$ cat src/rtl/uart_rx_fifo.sv
// Receive FIFO between uart_rx and the SoC IO read path.
// First-word-fall-through: head_data always shows the oldest byte, pop consumes it.
module uart_rx_fifo #(
  parameter int ADDR_W = 4
) (
  input  logic              clk,
  input  logic              reset,
  input  logic              rx_dv,
  input  logic [7:0]        rx_byte,
  input  logic              pop,
  input  logic              clr_ovf,
  output logic [7:0]        head_data,
  output logic              empty,
  output logic              full,
  output logic [ADDR_W:0]   count,
  output logic              overflow,
  output logic [31:0]       status
);
  localparam int DEPTH = 1 << ADDR_W;
  localparam logic [ADDR_W:0] DEPTH_CNT = (ADDR_W+1)'(DEPTH);

  logic [7:0]        mem [DEPTH];
  logic [ADDR_W-1:0] wr_ptr, rd_ptr;
  logic              do_push, do_pop, drop;

  assign empty   = (count == '0);
  assign full    = (count == DEPTH_CNT);
  assign do_pop  = pop & ~empty;
  // A simultaneous pop frees the slot, so a push into a full FIFO still lands.
  assign do_push = rx_dv & (~full | pop);
  assign drop    = rx_dv & ~do_push;

  always_ff @(posedge clk) begin
    if (do_push) mem[wr_ptr] <= rx_byte;
  end

  always_ff @(posedge clk or posedge reset) begin
    if (reset) begin
      wr_ptr   <= '0;
      rd_ptr   <= '0;
      count    <= '0;
      overflow <= 1'b0;
    end else begin
      if (do_push) wr_ptr <= wr_ptr + 1'b1;
      if (do_pop)  rd_ptr <= rd_ptr + 1'b1;
      case ({do_push, do_pop})
        2'b10:   count <= count + 1'b1;
        2'b01:   count <= count - 1'b1;
        default: count <= count;
      endcase
      if (drop)         overflow <= 1'b1;
      else if (clr_ovf) overflow <= 1'b0;
    end
  end

  assign head_data = empty ? 8'h00 : mem[rd_ptr];
  assign status    = {29'b0, overflow, full, ~empty};
endmodule
$ cat config.mk
export PLATFORM = sky130hd
export DESIGN_NAME = uart_rx_fifo
export DESIGN_NICKNAME = d
export VERILOG_FILES = /design/src/rtl/uart_rx_fifo.sv
export SDC_FILE = /design/constraint.sdc
export NUM_CORES = 1
export LEC_CHECK = 0
export ABC_AREA = 1
export ABC_CLOCK_PERIOD_IN_PS = 4000
export BUFFER_PORTS_ARGS = -buffer_cell sky130_fd_sc_hd__clkbuf_2
export CAP_MARGIN = 0
export CORE_ASPECT_RATIO = 1.75
export CORE_UTILIZATION = 30
export CTS_BUF_LIST = sky130_fd_sc_hd__clkbuf_4
export CTS_CLUSTER_SIZE = 25
export DETAILED_ROUTE_END_ITERATION = 7
export PLACE_DENSITY = 0.56
export REMOVE_ABC_BUFFERS = 1
export SLEW_MARGIN = 25
export SYNTH_ARGS = -nofsm -noshare
export SYNTH_HDL_FRONTEND = slang
export SYNTH_SLANG_ARGS = --single-unit
$ cat constraint.sdc
create_clock -name clk -period 4 [get_ports clk]
set_input_delay 0.4 -clock clk [delete_from_list [all_inputs] [get_ports clk]]
set_output_delay 0.4 -clock clk [all_outputs]
set_load 0.01 [all_outputs]
==> results.py <==
metrics = {
    "final_layout": {
        "stdcell_area_mm2": 0.00689,
        "fill_cells": 2031,
        "final_common_cell": "nand2_1",
        "drive_gt1_frac": 0.129,
        "final_nets": 630,
        "syn_to_final_growth_pct": 9.06,
        "layout_common_cells": "nand2_1 (190), edfxtp_1 (128), nand3_1 (107), clkbuf_2 (31), conb_1 (29)",
    },
    "routing": {
        "route.detailed.drc": 11,
        "detail_route.wl_per_cell_um": 16.5,
        "postRouteAntennaNets": 0,
        "drt_iter0_drc": 238,
        "totalWireLength_um": 14300,
        "via_per_inst": 4.68,
        "drt_pass1_iterations": 7,
        "via_count": 4069,
    },
    "floorplan": {
        "ioPinCount": 61,
        "start_util": 0.309,
        "die_h_um": 194,
        "dieArea_mm2": 0.0217,
        "core_mm2": 0.0205,
        "fp.dieW_um": 112,
        "rows": 69,
    },
    "clocking": {
        "insertion_delay_ns": 0.53,
        "ctsRootBufferMaster": "clkbuf_4",
        "ctsResizeCount": 0,
        "cts_tree": "yes",
        "cts_buffer_depth": 2,
        "clock_sinks": 142,
        "numCtsBuffers": 17,
        "path_clk_slew_ns": 0.11,
        "cts_max_level": 4,
    },
    "global_routing": {
        "grt_overflow": 0,
        "grt_max_degree": 67,
        "grt_pass1_vias": 4060,
        "grt_pass1_wl_um": 22500,
        "track_usage": 0.141,
        "antenna_found_initial": 1,
    },
    "timing": {
        "final-setup-viol-count": 0,
        "whs_ns": 0.157,
        "slew_headroom": 0.355,
        "max_freq_mhz": 341,
        "period_share": 0.732,
        "fin_setup_tns_ns": 0,
        "rsz0062_at_grt": "false",
        "finalHoldViolations": 0,
        "worstMarginPinSlew_ns": 0.966,
        "skew_ns": 0.0145,
        "report.final.slew_viol_count": 0,
        "post-route-min-period_ns": 2.93,
    },
    "outcome": {
        "status": "finished, violations left",
        "failed_checks": "DRC",
    },
    "place": {
        "dp_hpwl_um": 9500,
        "io_buffers": 31,
        "gp_congestion": 0.815,
        "place_area_mm2": 0.00656,
    },
    "synth": {
        "synth.distinct_cells": 26,
        "synth_top_area_cell": "edfxtp_1",
        "ys_ff_latch": 142,
        "syn_area_per_cell_um2": 11.0,
        "ys_seq_area_frac": 0.664,
        "ys_warn_count": 0,
        "yosysTopAreaCellShare": 0.609,
        "synth.area.top_cells": "edfxtp_1 (61%), nand2_1 (11%), nand3_1 (8.5%)",
        "synthesis.area_mm2": 0.00631,
        "synthCells": 576,
    },
    "job": {
        "cap_viol_max_count": 0,
    },
    "critical_path": {
        "crit_path_frequent_cell": "nand2_1",
        "reg2reg_depth": 14,
        "start_kind": "register",
        "crit_type": "register to output port",
        "path_depth": 9,
        "critical_path_peak_fanout": 35,
        "path_cells": "inv_2 -> buf_4 -> nand2_1 -> nand3_1 -> nand3_1 -> nand2_1 -> nand2_1 -> a21oi_1 -> clkbuf_2",
        "crit_buf_inv": 3,
        "arrival_ns": 2.53,
        "path_delay_family": "buffers and inverters",
        "cpMaxStageDelayCell": "inv_2",
        "max_stage_delay_ns": 0.46,
        "cp-end-kind": "output port",
        "crit_required_ns": 3.60,
    },
    "worst_hold_path": {
        "hp-class": "input port to register",
        "hold_path_depth": 3,
    },
    "power": {
        "peakVddDrop_v": 0.000256,
        "power.density_mw_per_mm2": 685,
        "leakagePower_nw": 2.68,
    },
}
flip-flops by register name, indices dropped and copies added, names as in the netlist:
name / flops
wr_ptr: 4
rd_ptr: 4
mem: 128
overflow: 1
count: 5
synthesized netlist by cell type (all sizes together):
cell and instances:
nand2 192, edfxtp 128, nand3 108, buf 51
inv 20, nor2 19, dfrtp 14, a21oi 9
ha 9, o21ai 6, xor2 6, clkbuf 5
xnor2 3, clkinv 2, a21o 1, conb 1
o21bai 1, o22ai 1
per-layer routing:
metal  routed length [µm]  vias up  global-route usage  share of wire
li1                     -     1973                   -              -
met1                 5700     1963               0.155           0.40
met2                 7790      114               0.257           0.54
met3                  461       19              0.0247          0.032
met4                  384        0              0.0676          0.027
met5                    0        -                   0              0
final timing paths:
check	from	endpoint	slack [ns]
max	rd_ptr[0]	head_data[2]	1.07
min	pop	rd_ptr[0]	0.16
max reg2reg	count[0]	count[4]	1.46
min reg2reg	overflow	overflow	0.57
max in group asynchronous	reset	rd_ptr[0]	3.13
min in group asynchronous	reset	count[2]	0.44
worst min-delay path: cells and delay by family:
kind	cells	cell delay (ns)
and+or+nand+nor	1	0.09
buffers and inverters	1	0.10
xor gates and xnor gates	1	0.06
power by group:
group          total (mW)  switching, mW  internal (mW)  leakage [nW]
clock               0.947          0.517          0.430         0.155
combinational        1.85           1.28          0.576          1.20
sequential           1.91          0.104           1.81          1.33
through the flow:
| stage | util | setup slack, ns | power (mW) | cells |
|---|---|---|---|---|
| finish | 0.337 | 1.07 | 4.72 | 870 |
| detailed placement | 0.321 | 1.46 | 3.83 | 835 |
| floorplan | - | 0.740 | 3.12 | 548 |
| global route | 0.337 | 0.841 | 5.06 | 870 |
| global placement | 0.321 | 1.52 | 3.82 | 835 |
| CTS | 0.336 | 0.991 | 4.78 | 869 |
cells by family (layout without fill, tap and decap cells):
group,after synthesis,after routing,share of synthesized area
compound gates,18,18,0.0170
simple gates,319,319,0.214
fa+ha+maj,9,9,0.0178
other cells,1,30,0.000594
buf+inv,78,95,0.0735
flops,142,142,0.664
xor+xnor,9,9,0.0125
area by class of cell:
type	instances	area, µm²	share of cell area
diodes	1	2.50	0.000363
clock buffers	17	128	0.0185
clock inverters	15	171	0.0249
inverters	22	82.6	0.0120
multi-input cells	384	1760	0.256
flip-flops and latches	142	4200	0.609
well taps	248	310	0.0451
repair buffers	41	235	0.0342
what timing repair did:
item | CTS | global route
endpoints found under the hold margin | 15 | 0
hold buffers | 2 | 0
setup buffers | 0 | 0
No activity file was read; power rests on OpenSTA's default activity.
